`src/rtl/dotp_pkg.sv`:
```
// Shared types and default widths for the dot-product sequencer.
// Optional build macro used by this slice: DOTP_SIGNED_EN (signed operands).
package dotp_pkg;

  localparam int DEF_DATA_WIDTH = 8;
  localparam int DEF_ADDR_WIDTH = 4;
  localparam int DEF_ACC_WIDTH  = 20;
  localparam int DEF_PROD_WIDTH = 2 * DEF_DATA_WIDTH;

  typedef enum logic [1:0] {
    IDLE  = 2'd0,
    READ  = 2'd1,
    DRAIN = 2'd2
  } state_t;

  function automatic int prod_width(input int data_width);
    return 2 * data_width;
  endfunction

endpackage

```
`src/rtl/dotp_mac.sv`:
```
// Registered multiply-accumulate with synchronous clear and a valid qualifier.
// DOTP_SIGNED_EN selects two's-complement operands with sign-extended products.
module dotp_mac
  import dotp_pkg::*;
#(
  parameter int DATA_WIDTH = DEF_DATA_WIDTH,
  parameter int ACC_WIDTH  = DEF_ACC_WIDTH
) (
  input  logic                  clk,
  input  logic                  rst_n,
  input  logic                  clear,
  input  logic                  valid,
  input  logic [DATA_WIDTH-1:0] a,
  input  logic [DATA_WIDTH-1:0] b,
  output logic [ACC_WIDTH-1:0]  acc,
  output logic [ACC_WIDTH-1:0]  sum
);

  localparam int PW = prod_width(DATA_WIDTH);

  logic [PW-1:0]        prod;
  logic [ACC_WIDTH-1:0] prod_ext;

`ifdef DOTP_SIGNED_EN
  // Operands widened to the product width first so the low PW bits are the exact signed product.
  assign prod     = PW'($signed(a)) * PW'($signed(b));
  assign prod_ext = ACC_WIDTH'($signed(prod));
`else
  assign prod     = PW'(a) * PW'(b);
  assign prod_ext = ACC_WIDTH'(prod);
`endif

  // sum is the value acc takes at the next edge; the controller snapshots it on completion.
  assign sum = valid ? acc + prod_ext : acc;

  always_ff @(posedge clk) begin
    if (!rst_n || clear) acc <= '0;
    else                 acc <= sum;
  end

endmodule

```
`src/rtl/dot_product_ctrl.sv`:
```
// Dot-product sequencer: streams lockstep reads from memories A and B and accumulates the pairs.
// Build option DOTP_SIGNED_EN (in dotp_mac) switches to signed element arithmetic.
module dot_product_ctrl
  import dotp_pkg::*;
#(
  parameter int DATA_WIDTH = DEF_DATA_WIDTH,
  parameter int ADDR_WIDTH = DEF_ADDR_WIDTH,
  parameter int ACC_WIDTH  = DEF_ACC_WIDTH
) (
  input  logic                  clk,
  input  logic                  rst_n,
  input  logic                  start,
  input  logic [ADDR_WIDTH-1:0] base_a,
  input  logic [ADDR_WIDTH-1:0] base_b,
  input  logic [ADDR_WIDTH:0]   length,
  output logic                  rd_en_a,
  output logic [ADDR_WIDTH-1:0] rd_addr_a,
  input  logic [DATA_WIDTH-1:0] rd_data_a,
  output logic                  rd_en_b,
  output logic [ADDR_WIDTH-1:0] rd_addr_b,
  input  logic [DATA_WIDTH-1:0] rd_data_b,
  output logic                  busy,
  output logic                  done,
  output logic [ACC_WIDTH-1:0]  result
);

  state_t                state, state_nx;
  logic [ADDR_WIDTH:0]   idx, len_q;
  logic [ADDR_WIDTH-1:0] ba_q, bb_q;
  logic [0:0]            vld_pipe;
  logic                  rd_en, accept;
  logic [ACC_WIDTH-1:0]  acc, sum;

  assign accept = (state == IDLE) && start;

  always_comb begin
    state_nx = state;
    rd_en    = 1'b0;
    case (state)
      IDLE:  if (start) state_nx = (length == '0) ? DRAIN : READ;
      READ: begin
        rd_en = 1'b1;
        if (idx == len_q - (ADDR_WIDTH+1)'(1)) state_nx = DRAIN;
      end
      // Memory latency is one cycle, so the last pair is in flight for exactly one DRAIN cycle.
      DRAIN: state_nx = IDLE;
      default: state_nx = IDLE;
    endcase
  end

  always_ff @(posedge clk) begin
    if (!rst_n) begin
      state    <= IDLE;
      idx      <= '0;
      len_q    <= '0;
      ba_q     <= '0;
      bb_q     <= '0;
      vld_pipe <= '0;
      done     <= 1'b0;
      result   <= '0;
    end else begin
      state    <= state_nx;
      vld_pipe <= rd_en;
      done     <= (state == DRAIN);
      if (accept) begin
        ba_q   <= base_a;
        bb_q   <= base_b;
        len_q  <= length;
        idx    <= '0;
        result <= '0;
      end else if (state == READ) begin
        idx <= idx + (ADDR_WIDTH+1)'(1);
      end
      if (state == DRAIN) result <= sum;
    end
  end

  assign rd_en_a   = rd_en;
  assign rd_en_b   = rd_en;
  assign rd_addr_a = ba_q + idx[ADDR_WIDTH-1:0];
  assign rd_addr_b = bb_q + idx[ADDR_WIDTH-1:0];
  assign busy      = (state != IDLE);

  dotp_mac #(
    .DATA_WIDTH(DATA_WIDTH),
    .ACC_WIDTH (ACC_WIDTH)
  ) u_mac (
    .clk  (clk),
    .rst_n(rst_n),
    .clear(accept),
    .valid(vld_pipe[0]),
    .a    (rd_data_a),
    .b    (rd_data_b),
    .acc  (acc),
    .sum  (sum)
  );

  // Registered accumulator is observable only through the completion snapshot.
  logic unused_acc;
  assign unused_acc = ^acc;

endmodule

```
`config.mk`:
```
export PLATFORM = sky130hd
export DESIGN_NAME = dot_product_ctrl
export DESIGN_NICKNAME = d
export VERILOG_FILES = /design/src/rtl/dotp_pkg.sv /design/src/rtl/dotp_mac.sv /design/src/rtl/dot_product_ctrl.sv
export SDC_FILE = /design/constraint.sdc
export NUM_CORES = 1
export LEC_CHECK = 0
export BUFFER_PORTS_ARGS = -buffer_cell sky130_fd_sc_hd__buf_2
export CAP_MARGIN = 25
export CORE_MARGIN = 2
export CORE_UTILIZATION = 49
export DETAILED_ROUTE_END_ITERATION = 7
export PLACE_DENSITY = 0.69
export SLEW_MARGIN = 25
export SYNTH_ARGS = -nofsm -noshare
export SYNTH_HDL_FRONTEND = slang
export SYNTH_SLANG_ARGS = --single-unit
export TNS_END_PERCENT = 30
```
`constraint.sdc`:
```
create_clock -name clk -period 5.8 [get_ports clk]
set_clock_uncertainty 0.2 [all_clocks]
set_input_delay 0 -clock clk [delete_from_list [all_inputs] [get_ports clk]]
set_output_delay 0 -clock clk [all_outputs]
set_load 0.03 [all_outputs]
```
==> run_results.csv <==
group,metric,value,unit
synth,synth_xor_area_frac,0.0466,
floorplan,start_util,0.507,
hold_path,hp-class,"input port to flop",
floorplan,chipWidth,108,um
sta,relSlewSlack,0.538,
place,dp.cells,792,
synth,synth_top_family_by_area,"adder cells",
clock_tree,clkLatencyLatePin,340,ps
floorplan,die_h,108,um
power_and_ir_drop,leakagePower,3.08,nW
synth,synthMuxAreaShare,0.0286,
sta,slew_viol_final,0,
status,status,"completed",
sta,final.setup.worst_slack,1190,ps
synth,synth_area,5260,um2
final_layout,nets,828,
final_layout,drive_gt1_frac,0.127,
floorplan,placementRows,37,
synth,ys.flop_type,"dfxtp_1",
detailed_routing,drt-initial-drc-count,187,
place,hpwlAfterDp,9190,um
floorplan,die-area,11600,um2
global_route,grt_max_degree,29,
synth,syn_area_per_cell,8.62,um2
global_route,grt_pass1_wl,20600,um
detailed_routing,ant_nets,0,
synth,synthArstFlopShare,0,
detailed_routing,vias,4211,
synth,synth_top_cell_by_area,"dfxtp_1",
clock_tree,htreeDepth,3,
critical_path,critPathCaptureType,"flop",
detailed_routing,vias_per_cell,5.04,
synth,synth_cells,610,
synth,yosys_register_bits,62,
power_and_ir_drop,irDropWorstVdd,0.206,mV
synth,synth_edf_count,0,
critical_path,arrival,4630,ps
floorplan,pin_count,64,
final_layout,area_growth_syn_to_layout,18.1,%
global_route,grt_pass1_vias,4390,
sta,finalSetupTns,0,ps
detailed_routing,wl_per_cell,14.2,um
clock_tree,clock_path_buffers,2,
detailed_routing,dr.pass1.iters,4,
floorplan,coreArea,10400,um2
clock_tree,clkSlewWorstSetupHoldPaths,80,ps
synth,syn-num-nets,743,
place,dpl_worst_slack,1180,ps
synth,synthTopCellsByCount,"inv_1, nand2_1, dfxtp_1",
clock_tree,ctsRootBufferMaster,"clkbuf_8",
power_and_ir_drop,power_density,308,nW/um2
sta,setup_viol,0,
place,finalWeightedCongestion,0.844,
synth,synth.area.top_cells,"dfxtp_1, fa_1, ha_1",
global_route,grt-ovfl-total,0,
synth,synth_most_common_cell,"inv_1",
critical_path,cp-start-kind,"flop",
synth,synth_top_cell_area_share,0.236,
critical_path,crit_type,"flop to flop",
sta,finalCritPeriodShare,0.796,
sta,hold_viol,0,
synth,synth.distinct_cells,48,
sta,rsz0062_at_grt,"false",
clock_tree,cts_made_buffers,9,
sta,min_period,4610,ps
synth,synth-simple-area-share,0.160,
detailed_routing,drc,0,
place,port_buffers,63,
synth,synth_fa_ha_area_frac,0.315,
detailed_routing,wirelength,11800,um
synth,yosysWarnings,0,
final_layout,fin_cells,836,
synth,ys_seq_area_frac,0.236,
final_layout,n_antenna_cell,0,
global_route,grtUsageTotal,0.222,
global_route,antenna_found_initial,0,
synth,synth_compound_area_frac,0.119,
critical_path,required,5810,ps
clock_tree,tritoncts,"done",
clock_tree,clock-sinks,62,
sta,worst_slew_pin_slew,692,ps
final_layout,nFillCells,919,
critical_path,worst-path-max-fanout,5,
sta,timing.fmax,0.217,GHz
run,drv_cap,0,
==> path summary, 6_finish.rpt <==
check | startpoint | end | slack [ps] | cells past startpoint
worst min-delay path | rd_data_a[0] | u_mac.acc[0]$_SDFF_PP0_ | 110 | 5
worst max register to register | u_mac.acc[7]$_SDFF_PP0_ | result[19]$_SDFFE_PN0P_ | 1190 | 15
worst max-delay path | u_mac.acc[7]$_SDFF_PP0_ | result[19]$_SDFFE_PN0P_ | 1190 | 15
worst min register to register | result[10]$_SDFFE_PN0P_ | result[10]$_SDFFE_PN0P_ | 250 | 2
==> logic make-up (layout without fill, tap and decap cells) <==
group	Yosys count	in the layout
and+or+nand+nor	183	183
xor gates and xnor gates	28	28
muxes	15	15
AOI/OAI and AO/OA	90	90
DFF	62	62
buffers and inverters	131	221
adders and majority gates	101	101
==> routing by layer <==
layer	track usage	part of all wire	up-vias
met5	0	0	-
met4	0.0568	0.013	0
met2	0.384	0.51	73
met3	0.0502	0.036	14
li1	-	-	2091
met1	0.280	0.44	2033
==> flip-flops by register name (all words and copies together) (netlist names) <==
| name | flops |
|---|---|
| idx | 5 |
| vld_pipe | 1 |
| state | 2 |
| ba_q | 4 |
| done | 1 |
| len_q | 5 |
| u_mac.acc | 20 |
| result | 20 |
| bb_q | 4 |
==> power by group <==
group          internal, mW  total (mW)  switching (mW)
combinational         0.406       0.987           0.581
clock                 0.287       0.465           0.178
sequential            0.446       0.462          0.0159
total                  1.14        1.91           0.774
==> metrics by stage <==
| stage | power (mW) | util | hold WS, ps | area (um2) |
|---|---|---|---|---|
| global placement | 1.42 | 0.548 | 49.2 | 5680 |
| CTS | 1.92 | 0.599 | 99.5 | 6210 |
| detailed placement | 1.44 | 0.548 | 62.8 | 5680 |
| finish | 1.91 | 0.599 | 114 | 6210 |
| floorplan | 1.23 | - | -55.1 | 5260 |
| global route | 2.09 | 0.599 | 136 | 6210 |
==> final cells by class <==
type,instances,area (um2),share of cell area
tap,136,170,0.0274
timing repair buffer,94,618,0.0995
clock buffer,9,124,0.0199
multi-input combinational,417,3520,0.566
sequential,62,1240,0.200
clock inverter,7,123,0.0197
inverter,111,417,0.0671
==> cell usage in the layout (no fill, tap or decap), drive strengths merged, types with 9 or more instances in the layout <==
cell type	count
ha	49
nor2	29
dfxtp	62
o21ai	25
fa	52
and2	35
a21oi	20
a21o	10
nand2	93
mux2i	15
dlygate4sd3	28
xor2	11
clkbuf	9
inv	111
xnor2	17
a21boi	14
buf	66
==> critical path, stage by stage (launching register included) <==
cell	delay [ps]
dfxtp_1	340
inv_1	60
fa_1	550
inv_1	60
fa_1	470
fa_1	490
inv_1	50
fa_1	540
inv_1	50
ha_1	350
a21o_1	230
a221oi_4	400
o211ai_1	150
and4_1	230
xnor2_1	230
o21ai_1	80
==> timing repair <==
item / CTS / global route
buffers inserted: 0 / 0
setup endpoints to repair: 0 / 0
hold buffers: 28 / 0
hold endpoints to repair: 16 / 0
resized for setup: 0 / 0
Note: power is estimated with default switching activity, not from simulation.
